File: config.mk
export PLATFORM = sky130hd
export DESIGN_NAME = up0628_core_flat
export DESIGN_NICKNAME = d
export VERILOG_FILES = /design/src/rtl/up0628_pkg.sv /design/src/rtl/up0628_if.sv /design/src/rtl/up0628_alu.sv /design/src/rtl/up0628_core.sv /design/src/flat_wrapper.sv
export SDC_FILE = /design/constraint.sdc
export NUM_CORES = 1
export LEC_CHECK = 0
export ABC_AREA = 1
export CORE_MARGIN = 2
export CORE_UTILIZATION = 53
export DETAILED_ROUTE_END_ITERATION = 8
export PLACE_DENSITY = 0.71
export SKIP_LAST_GASP = 1
export SYNTH_ARGS = -nofsm -noshare
export SYNTH_HDL_FRONTEND = slang
export SYNTH_SLANG_ARGS = --single-unit
File: constraint.sdc
create_clock -name clk -period 7 [get_ports clk]
set_input_delay 0.7 -clock clk [delete_from_list [all_inputs] [get_ports clk]]
set_output_delay 0.7 -clock clk [all_outputs]
set_load 0.005 [all_outputs]
File: src/rtl/up0628_pkg.sv
// Shared constants for the up0628 accumulator micro:
// opcodes, bidir output-enable value and uio_in control-bit positions.
package up0628_pkg;

    localparam logic [3:0] OP_NOP  = 4'h0;
    localparam logic [3:0] OP_LDI  = 4'h1;
    localparam logic [3:0] OP_LDH  = 4'h2;
    localparam logic [3:0] OP_MOVR = 4'h3;
    localparam logic [3:0] OP_MOVA = 4'h4;
    localparam logic [3:0] OP_ADD  = 4'h5;
    localparam logic [3:0] OP_SUB  = 4'h6;
    localparam logic [3:0] OP_AND  = 4'h7;
    localparam logic [3:0] OP_OR   = 4'h8;
    localparam logic [3:0] OP_XOR  = 4'h9;
    localparam logic [3:0] OP_SH   = 4'hA;
    localparam logic [3:0] OP_IN   = 4'hB;
    localparam logic [3:0] OP_OUT  = 4'hC;
    localparam logic [3:0] OP_JMP  = 4'hD;
    localparam logic [3:0] OP_JZ   = 4'hE;
    localparam logic [3:0] OP_JC   = 4'hF;

    localparam logic [7:0] UIO_OE_VAL = 8'hF8;

    localparam int LOAD_BIT = 0;
    localparam int HOLD_BIT = 1;
    localparam int VIEW_BIT = 2;

endpackage

File: src/rtl/up0628_if.sv
// Pin bundle of the up0628 user block: enable, input,
// bidirectional and output ports seen by the harness.
interface up0628_if;

    logic       ena;
    logic [7:0] ui_in;
    logic [7:0] uio_in;
    logic [7:0] uo_out;
    logic [7:0] uio_out;
    logic [7:0] uio_oe;

    modport master (
        output ena, ui_in, uio_in,
        input  uo_out, uio_out, uio_oe
    );

    modport slave (
        input  ena, ui_in, uio_in,
        output uo_out, uio_out, uio_oe
    );

endinterface

File: src/rtl/up0628_alu.sv
// Combinational datapath for the up0628: computes the new
// accumulator and carry plus which of them the opcode writes.
module up0628_alu
    import up0628_pkg::*;
(
    input  logic [7:0] a,
    input  logic [7:0] operand,
    input  logic [3:0] opcode,
    input  logic       shift_right,
    input  logic       c_in,
    output logic [7:0] result,
    output logic       carry_out,
    output logic       writes_a,
    output logic       writes_c
);

    always_comb begin
        result    = a;
        carry_out = c_in;
        writes_a  = 1'b0;
        writes_c  = 1'b0;
        unique case (opcode)
            OP_LDI, OP_MOVA, OP_IN: begin
                result   = operand;
                writes_a = 1'b1;
            end
            OP_LDH: begin
                result   = {operand[3:0], a[3:0]};
                writes_a = 1'b1;
            end
            OP_ADD: begin
                {carry_out, result} = {1'b0, a} + {1'b0, operand};
                writes_a = 1'b1;
                writes_c = 1'b1;
            end
            // bit 8 of the 9-bit difference is the borrow
            OP_SUB: begin
                {carry_out, result} = {1'b0, a} - {1'b0, operand};
                writes_a = 1'b1;
                writes_c = 1'b1;
            end
            OP_AND: begin
                result   = a & operand;
                writes_a = 1'b1;
            end
            OP_OR: begin
                result   = a | operand;
                writes_a = 1'b1;
            end
            OP_XOR: begin
                result   = a ^ operand;
                writes_a = 1'b1;
            end
            OP_SH: begin
                if (shift_right) begin
                    carry_out = a[0];
                    result    = {1'b0, a[7:1]};
                end else begin
                    carry_out = a[7];
                    result    = {a[6:0], 1'b0};
                end
                writes_a = 1'b1;
                writes_c = 1'b1;
            end
            default: begin
                result = a;
            end
        endcase
    end

endmodule

File: src/rtl/up0628_core.sv
// up0628 8-bit accumulator micro with serially loaded 16x8 RAM.
// Optional UP0628_ACC_VIEW_EN: uio_in[2] shows A on uo_out.
module up0628_core
    import up0628_pkg::*;
(
    input  logic     clk,
    input  logic     rst_n,
    up0628_if.slave  bus
);

    logic [7:0] ram [16];
    logic [7:0] rf  [4];
    logic [3:0] pc;
    logic [3:0] load_addr;
    logic [7:0] acc;
    logic [7:0] out_reg;
    logic       z;
    logic       c;

    logic       load;
    logic       hold;
    logic       step;
    logic [7:0] instr;
    logic [3:0] op;
    logic [3:0] k;
    logic [1:0] ridx;
    logic [7:0] operand;
    logic [7:0] alu_res;
    logic       alu_c;
    logic       wr_a;
    logic       wr_c;
    logic       take_jump;
    logic [3:0] pc_next;

    assign load  = bus.uio_in[LOAD_BIT];
    assign hold  = bus.uio_in[HOLD_BIT];
    assign step  = bus.ena & ~hold;
    assign instr = ram[pc];
    assign op    = instr[7:4];
    assign k     = instr[3:0];
    assign ridx  = instr[1:0];

    always_comb begin
        operand = rf[ridx];
        if (op == OP_LDI || op == OP_LDH)
            operand = {4'h0, k};
        else if (op == OP_IN)
            operand = bus.ui_in;
    end

    up0628_alu u_alu (
        .a           (acc),
        .operand     (operand),
        .opcode      (op),
        .shift_right (instr[0]),
        .c_in        (c),
        .result      (alu_res),
        .carry_out   (alu_c),
        .writes_a    (wr_a),
        .writes_c    (wr_c)
    );

    always_comb begin
        unique case (op)
            OP_JMP:  take_jump = 1'b1;
            OP_JZ:   take_jump = z;
            OP_JC:   take_jump = c;
            default: take_jump = 1'b0;
        endcase
    end

    assign pc_next = take_jump ? k : pc + 4'd1;

    // program RAM has no reset so a reset restarts the loaded program
    always_ff @(posedge clk) begin
        if (rst_n && step && load)
            ram[load_addr] <= bus.ui_in;
    end

    always_ff @(posedge clk or negedge rst_n) begin
        if (!rst_n) begin
            pc        <= '0;
            load_addr <= '0;
            acc       <= '0;
            out_reg   <= '0;
            z         <= 1'b0;
            c         <= 1'b0;
            for (int i = 0; i < 4; i++)
                rf[i] <= '0;
        end else if (step) begin
            if (load) begin
                load_addr <= load_addr + 4'd1;
                pc        <= '0;
            end else begin
                load_addr <= '0;
                pc        <= pc_next;
                if (wr_a) begin
                    acc <= alu_res;
                    z   <= (alu_res == 8'h00);
                end
                if (wr_c)
                    c <= alu_c;
                if (op == OP_MOVR)
                    rf[ridx] <= acc;
                if (op == OP_OUT)
                    out_reg <= acc;
            end
        end
    end

`ifdef UP0628_ACC_VIEW_EN
    assign bus.uo_out = bus.uio_in[VIEW_BIT] ? acc : out_reg;
`else
    assign bus.uo_out = out_reg;
`endif

    assign bus.uio_out = {pc, c, 3'b000};
    assign bus.uio_oe  = UIO_OE_VAL;

    wire unused_uio = &{1'b0, bus.uio_in[7:2]};

endmodule

File: src/flat_wrapper.sv
// flat-port wrapper written by rule: the top's interface ports become plain ports
module up0628_core_flat import up0628_pkg::*;
  (clk, rst_n, bus_ena, bus_ui_in, bus_uio_in, bus_uo_out, bus_uio_out, bus_uio_oe);
  up0628_if bus_i ();
  input  logic clk;
  input  logic rst_n;
  input wire logic [$bits(bus_i.ena)-1:0] bus_ena;
  input wire logic [$bits(bus_i.ui_in)-1:0] bus_ui_in;
  input wire logic [$bits(bus_i.uio_in)-1:0] bus_uio_in;
  output wire logic [$bits(bus_i.uo_out)-1:0] bus_uo_out;
  output wire logic [$bits(bus_i.uio_out)-1:0] bus_uio_out;
  output wire logic [$bits(bus_i.uio_oe)-1:0] bus_uio_oe;
  assign bus_i.ena = bus_ena;
  assign bus_i.ui_in = bus_ui_in;
  assign bus_i.uio_in = bus_uio_in;
  assign bus_uo_out = bus_i.uo_out;
  assign bus_uio_out = bus_i.uio_out;
  assign bus_uio_oe = bus_i.uio_oe;
  up0628_core u_core (.clk(clk), .rst_n(rst_n), .bus(bus_i));
endmodule
==> results of run 1 <==
state kept, by name (all words and copies together), names as in the netlist:
signal             cells
u_core.z               1
u_core.load_addr       4
u_core.pc              4
u_core.acc             8
u_core.bus.uo_out      8
u_core.ram           128
u_core.rf             32
u_core.c               1
worst max-delay path, delay by kind of cell (launching register included):
family | cells | cell delay [ns]
AO/OA/AOI/OAI | 1 | 0.29
flip-flops | 1 | 0.56
AND/OR/NAND/NOR | 21 | 2.37
XOR/XNOR | 1 | 0.17
adder cells (fa/ha/maj) | 2 | 0.65
buffers and inverters | 5 | 1.02
power breakdown:
part	leakage [nW]	internal [mW]	switching, mW
clock	0.283	0.474	0.457
combinational	2.80	1.04	2.28
sequential	1.82	1.27	0.127
synth_stat cells, types with 7 or more instances:
cell	instances	area [um2]
nand2_1	351	1320
inv_1	143	537
nand3_1	139	696
edfxtp_1	128	3840
nor2_1	79	297
dfrtp_1	58	1450
o21ai_0	52	260
a21oi_1	34	170
ha_1	30	375
buf_4	19	143
buf_2	18	90.1
buf_6	11	124
inv_2	11	41.3
xor2_1	10	87.6
nand4_1	9	56.3
o211ai_1	8	60.1
o21ai_1	8	40.0
nand2_2	7	43.8
nor2_2	7	43.8
cells by family after synthesis:
logic type               count (synthesis)  share of synthesized area, %
AO/OA/AOI/OAI                          116                          6.42
XOR/XNOR                                12                          1.04
adder cells (fa/ha/maj)                 32                          4.10
buffers and inverters                  211                          9.62
flip-flops                             186                          52.2
other                                    2                        0.0740
AND/OR/NAND/NOR                        616                          26.5
metal layers:
metal  GRT usage (%)  vias up  share of wire [%]
met5               0        -                  0
met4            6.77        0                1.7
met3            4.78       38                7.5
met2            40.8      305                 47
met1            36.6     3669                 44
li1                -     3815                  -
through the flow:
| stage | instances | util (%) | cell area (um2) | hold WS [ns] | setup WS, ns |
|---|---|---|---|---|---|
| 5_1_grt | 1425 | 58.3 | 11000 | 0.522 | 1.41 |
| 3_3_place_gp | 1394 | 55.3 | 10400 | 0.471 | 2.05 |
| 4_1_cts | 1425 | 58.3 | 11000 | 0.493 | 1.90 |
| 3_5_place_dp | 1394 | 55.3 | 10400 | 0.476 | 1.93 |
| 6_report | 1425 | 58.3 | 11000 | 0.474 | 1.85 |
| 2_1_floorplan | 1184 | - | 10200 | 0.404 | 3.37 |
final cells by class:
class,instances,area [um2],share of cell area [%]
clock buffer,17,425,3.88
clock inverter,14,151,1.38
inverter,157,597,5.45
multi-input combinational,787,3910,35.7
sequential,186,5300,48.4
tap,234,293,2.67
timing repair buffer,30,283,2.58
final timing paths:
| kind | start | end | slack (ns) | cells after the start |
|---|---|---|---|---|
| max | u_core.pc[0] | u_core.z | 1.85 | 30 |
| min | rst_n | u_core.rf[19] | 0.47 | 2 |
| max reg2reg | u_core.pc[0] | u_core.z | 1.85 | 30 |
| min reg2reg | u_core.bus.uo_out[6] | u_core.bus.uo_out[6] | 0.49 | 2 |
| max in group asynchronous | rst_n | u_core.pc[0] | 5.96 | 2 |
| min in group clk | u_core.bus.uo_out[6] | u_core.bus.uo_out[6] | 0.49 | 2 |
layout by cell type (no fill, tap or decap), drive strengths merged, types with 4 or more instances in the layout:
master / instances
nand2: 362
inv: 161
nand3: 145
edfxtp: 128
nor2: 88
o21ai: 60
dfrtp: 58
a21oi: 34
ha: 30
clkdlybuf4s50: 24
clkbuf: 17
conb: 11
xor2: 10
clkinv: 10
nand4: 9
o211ai: 8
buf: 6
or2: 6
a221o: 4
==> flow_summary.ini, run 1 <==
[status]
status = finished, final reports clean

[cells_and_area]
finish.net_count = 1230
area_growth_pct = 7.97
n_antenna_cell = 0
fill_cells = 1679
layout-drive-gt1-share_pct = 6.80

[detailed_routing]
routedWlPerCell_um = 17.4
first_pass_iters = 7
ant_nets = 0
viasPerCell = 5.49
drc = 0
wl_um = 24700
dr.first_iter.drc_count = 801
num_vias = 7827

[place]
place_congestion = 0.978
io_buffers = 25
place_hpwl_um = 16400

[sta]
final.min_clock_period_ns = 5.15
grt_setup_unrepaired = no
hold_viol = 0
slew_viol_final = 0
finalSetupViolations = 0
slew_headroom_pct = 39.2
clock_skew_ns = 0.0189
worstMarginPinSlew_ns = 0.909
period_share_pct = 73.6
fmax_mhz = 194
final.setup.tns_ns = 0

[floorplan]
rows = 50
die_y_um = 142
die_w_um = 142
die_area_um2 = 20300
core_area_um2 = 18800
pin_count = 43
initial_utilization_pct = 54.0

[synth]
synthesis.area_um2 = 10100
synth_ff_type = edfxtp_1
synth-warning-count = 0
seq_area_frac_synth_pct = 52.2
synth_edf_count = 128
synth_seq_cells = 186
syn_avg_cell_area_um2 = 8.63
synth_cells = 1175
async_flop_share_pct = 31.2
yosysUniqueCellTypes = 46

[clocking]
cts_htree_levels = 4
numClockSinks = 186
cts_tree = built
cts_buffer_depth = 2
post_cts_buffers = 0
clkLatencyLatePin_ns = 0.44
ctsResizeCount = 0
clk_pin_slew_worst_paths_ns = 0.07
cts-buffers-inserted = 17
cts-root-buf = clkbuf_16
cts_hold_buffers = 0

[power]
ir_worst_vdd_mv = 0.494
total_power_mw = 5.65
p_per_area_nw_per_um2 = 516
p_leak_nw = 4.91

[critical_path]
cp_max_fo = 56
critPathCaptureType = flop
critPathMaxStageDelay_ns = 0.58
crit_type = reg2reg
worstPathRequired_ns = 7.37
path_common_cell = nand2_1
cp-start-kind = flop
worstPathArrival_ns = 5.52
cp_slowest_cell = buf_4

[global_route]
grt.total_usage_pct = 25.6
antenna_found_initial = 0
grt_overflow = 0
grt_pass1_vias = 7385
grt_max_degree = 65
grt_pass1_wl_um = 39300

[worst_hold_path]
worstHoldPathType = in2async

[flow_run]
max_cap_violations = 0
(Power assumes the default switching activity.)
==> run 2: changes to the inputs <==
clock period = 4.8 ns   (was 7 ns; I/O delays follow)
==> flow_summary.ini, run 2 (synthesized netlist as in run 1, its figures left out) <==
[detailed_routing]
num_vias = 7842
viasPerCell = 5.45
ant_nets = 0
dr.first_iter.drc_count = 884
wl_um = 25200
drc = 0
first_pass_iters = 7
routedWlPerCell_um = 17.5

[sta]
worstMarginPinSlew_ns = 0.878
finalSetupViolations = 0
slew_headroom_pct = 41.3
slew_viol_final = 0
fmax_mhz = 228
final.setup.tns_ns = 0
final.min_clock_period_ns = 4.39
whs_ns = 0.320
clock_skew_ns = 0.0208
period_share_pct = 91.4
fin_ws_ns = 0.412
hold_viol = 0

[global_route]
grt_pass1_vias = 7218
grt_max_degree = 59
gr-usage-met3_pct = 4.41
grt.total_usage_pct = 25.7
grt_pass1_wl_um = 39100
use_met1_pct = 38.2
grt_overflow = 0
grt_use_met2_pct = 39.7
busiest_layer = met2
antenna_found_initial = 0

[place]
io_buffers = 25
place_hpwl_um = 17000
place_congestion = 0.945
post-place-ws_ns = 0.352

[clocking]
cts_buffer_depth = 2
numClockSinks = 186
clk_pin_slew_worst_paths_ns = 0.08
cts_htree_levels = 4
cts_tree = built
cts_hold_buffers = 0
cts-root-buf = clkbuf_16
clkLatencyLatePin_ns = 0.45
cts-buffers-inserted = 17

[power]
p_per_area_nw_per_um2 = 758
p_leak_nw = 4.99
ir_worst_vdd_mv = 0.831

[critical_path]
critPathBufInv = 7
worstPathArrival_ns = 4.77
rrSetupSlack_ns = 0.41
critPathCaptureType = flop
cp_max_fo = 43
crit_family = simple AND/OR/NAND/NOR gates
r2r_end = u_core.z
cp-start-kind = flop
cp_slowest_cell = dfrtp_2
critPathMaxStageDelay_ns = 0.46
path_common_cell = nand2_1
worst-r2r-cell-count = 31
worstPathRequired_ns = 5.18
r2r-start = u_core.pc[0]
crit_type = reg2reg

[cells_and_area]
multiInputGateArea_um2 = 3920
n_antenna_cell = 0
finish.net_count = 1245
fill_cells = 1632
top_register = u_core.ram
final_cell_mix = nand2_1 (351), inv_1 (143), nand3_1 (139)
ff_latch_area_um2 = 5300
layout-drive-gt1-share_pct = 8.13
fin_util_pct = 59.2
top_regs = u_core.ram (128), u_core.rf (32)
largest_register_ff_count = 128
final_common_cell = nand2_1
area_growth_pct = 9.51

[status]
status = finished, final reports clean

[worst_hold_path]
worstHoldPathType = in2async

[floorplan]
rows = 50
die_area_um2 = 20300
initial_utilization_pct = 54.0
pin_count = 43
die_y_um = 142
die_w_um = 142
core_area_um2 = 18800

[flow_run]
max_cap_violations = 0
[run 2: layout make-up]
class / count / area share [%]
inverter: 157 / 5.40
multi-input combinational: 787 / 35.3
clock buffer: 17 / 3.83
sequential: 186 / 47.7
clock inverter: 14 / 1.53
tap: 234 / 2.64
timing repair buffer: 45 / 3.59
[run 2: layer usage]
layer	wire, um	vias up
li1	-	3834
met1	11700	3706
met2	11500	276
met3	1640	26
met4	328	0
met5	0	-
[run 2: worst reg2reg max path: cells and delay by family (launching register included)]
kind	cells	cell delay (ns)
compound gates	1	0.30
xor+xnor	1	0.17
fa+ha+maj	2	0.65
buf+inv	7	0.90
flops	1	0.46
simple gates	20	1.84
[run 2: worst max path at each step]
stage	startpoint	end	slack [ns]	cells past startpoint
2_1_floorplan	u_core.pc[0]	u_core.z	1.17	32
3_3_place_gp	u_core.pc[0]	u_core.z	0.40	30
3_5_place_dp	u_core.pc[0]	u_core.z	0.35	29
4_1_cts	u_core.pc[0]	u_core.z	0.30	29
5_1_grt	u_core.pc[0]	u_core.z	-0.001	31
6_report	u_core.pc[0]	u_core.z	0.41	31
[run 2: repair_timing]
action | CTS | global route
setup endpoints to repair | 0 | 3
gates resized for setup | 0 | 6
setup buffers | 0 | 0
[run 2: through the flow]
stage          instances  area (um2)  power [mW]
6_report            1440       11100        8.42
2_1_floorplan       1184       10200        5.71
3_5_place_dp        1409       10500        6.90
3_3_place_gp        1409       10500        6.83
4_1_cts             1440       11100        8.32
5_1_grt             1440       11100        9.07
[run 2: power breakdown]
| part | leakage (nW) | internal [mW] | total, mW | switching, mW |
|---|---|---|---|---|
| clock network | 0.290 | 0.745 | 1.43 | 0.683 |
| registers | 1.82 | 1.85 | 2.02 | 0.169 |
| logic | 2.88 | 1.60 | 4.97 | 3.37 |
| total | 4.99 | 4.20 | 8.42 | 4.22 |
==> run 3: changes to the inputs <==
SETUP_SLACK_MARGIN = 0.3   (was not set)
==> flow_summary.ini, run 3 (synthesized netlist as in run 1, its figures left out) <==
[status]
status = finished, final reports clean

[sta]
final.setup.tns_ns = 0
grt_setup_unrepaired = no
worstMarginPinSlew_ns = 0.873
whs_ns = 0.319
finalSetupViolations = 0
period_share_pct = 88.0
final.min_clock_period_ns = 4.22
fin_ws_ns = 0.577
fmax_mhz = 237
slew_headroom_pct = 41.6
slew_viol_final = 0
clock_skew_ns = 0.0197
hold_viol = 0

[cells_and_area]
final_cell_mix = nand2_1 (348), inv_1 (143), nand3_1 (135)
multiInputGateArea_um2 = 4030
fill_cells = 1601
top_regs = u_core.ram (128), u_core.rf (32)
layout-drive-gt1-share_pct = 10.4
largest_register_ff_count = 128
area_growth_pct = 12.2
top_register = u_core.ram
ff_latch_area_um2 = 5300
final_common_cell = nand2_1
final_area_um2 = 11400
fin_util_pct = 60.6
finish.net_count = 1260
n_antenna_cell = 0

[detailed_routing]
num_vias = 7983
dr.first_iter.drc_count = 788
routedWlPerCell_um = 17.8
wl_um = 25900
viasPerCell = 5.49
drc = 0
first_pass_iters = 6
ant_nets = 0

[power]
switching_share_pct = 49.8
internal_power_mw = 4.46
p_per_area_nw_per_um2 = 781
switchingPower_mw = 4.43
p_leak_nw = 5.10
p_comb_share_pct = 61.0
seqPwrFrac_pct = 22.9
p_clk_share_pct = 16.1
ir_worst_vdd_mv = 0.839

[clocking]
cts-root-buf = clkbuf_16
cts_tree = built
cts_buffer_depth = 2
clkLatencyLatePin_ns = 0.44
clk_pin_slew_worst_paths_ns = 0.07
cts_hold_buffers = 0
cts_htree_levels = 4
numClockSinks = 186
cts-buffers-inserted = 17

[place]
dpl_cell_area_um2 = 10500
place_hpwl_um = 17000
place_congestion = 0.945
post-place-ws_ns = 0.352
io_buffers = 25

[critical_path]
worstPathRequired_ns = 5.18
endpoint = u_core.z
rrSetupSlack_ns = 0.58
cp-start-kind = flop
worst-r2r-cell-count = 29
crit_type = reg2reg
worstPathArrival_ns = 4.60
path_common_cell = nand2_1
cp_slowest_cell = dfrtp_4
cp_max_fo = 21
setup.worst_path.start = u_core.pc[0]
critPathCaptureType = flop
r2r-start = u_core.pc[0]
critPathMaxStageDelay_ns = 0.57
r2r_end = u_core.z

[global_route]
grt.total_usage_pct = 25.7
grt_pass1_wl_um = 39100
antenna_found_initial = 0
grt_overflow = 0
grt_pass1_vias = 7227
grt_max_degree = 59

[worst_hold_path]
worstHoldPathType = in2async

[floorplan]
rows = 50
die_y_um = 142
initial_utilization_pct = 54.0
die_w_um = 142
die_area_um2 = 20300
pin_count = 43
core_area_um2 = 18800

[flow_run]
max_cap_violations = 0
[run 3: changes by cell type in the layout (fill, tap and decap cells not counted), moves of 3 or more]
cell     previous run  this run
nand2_1           351       348
nand3_2             4         7
nand2_4             4         7
buf_4              19        27
nand3_1           139       135
[run 3: metrics by stage]
step | power, mW | std cells
after detailed placement | 6.90 | 1409
final | 8.89 | 1455
after CTS | 8.32 | 1440
after floorplan | 5.71 | 1184
after global routing | 9.52 | 1455
after global placement | 6.83 | 1409
[run 3: repair_timing]
| item | CTS | global route |
|---|---|---|
| setup buffers | 0 | 11 |
| endpoints found under the setup margin | 1 | 6 |
| gates cloned | 0 | 4 |
| pin swaps | 0 | 6 |
| resized for setup | 1 | 35 |
[run 3: final cells by class]
class | instances | area share [%]
Sequential cell | 186 | 46.6
Multi-Input combinational cell | 788 | 35.4
Inverter | 157 | 5.34
Timing Repair Buffer | 57 | 4.74
Clock buffer | 17 | 3.74
Tap cell | 234 | 2.57
Clock inverter | 14 | 1.49
Timing Repair inverter | 2 | 0.154
[run 3: worst min-delay path by stage]
stage                            to  cells past startpoint            startpoint
2_1_floorplan         u_core.acc[0]                      0                 rst_n
3_3_place_gp   u_core.bus.uo_out[1]                      2  u_core.bus.uo_out[1]
3_5_place_dp   u_core.bus.uo_out[0]                      2  u_core.bus.uo_out[0]
4_1_cts               u_core.rf[25]                      2                 rst_n
5_1_grt                u_core.rf[7]                      2                 rst_n
6_report              u_core.rf[17]                      2                 rst_n
[run 3: power groups by stage]
stage / sequential [mW] / combinational, mW / clock, mW
floorplan: 1.99 / 3.72 / 0
global placement: 2.05 / 4.78 / 0
detailed placement: 2.05 / 4.85 / 0
CTS: 2.02 / 4.88 / 1.43
global route: 2.05 / 5.97 / 1.50
finish: 2.04 / 5.42 / 1.43
[run 3: per-layer routing]
metal  vias up  GRT usage [%]  share of wire, %
li1       3868              -                 -
met1      3768           38.2                45
met2       317           39.7                46
met3        30           4.41               7.7
met4         0           6.41               1.7
met5         -              0                 0
[run 3: critical path: cells and delay by family (launching register included)]
family	cells	cell delay, ns
AND/OR/NAND/NOR	21	2.14
flip-flops	1	0.57
buffers and inverters	5	0.54
adder cells (fa/ha/maj)	1	0.48
AO/OA/AOI/OAI	1	0.22
XOR/XNOR	1	0.16
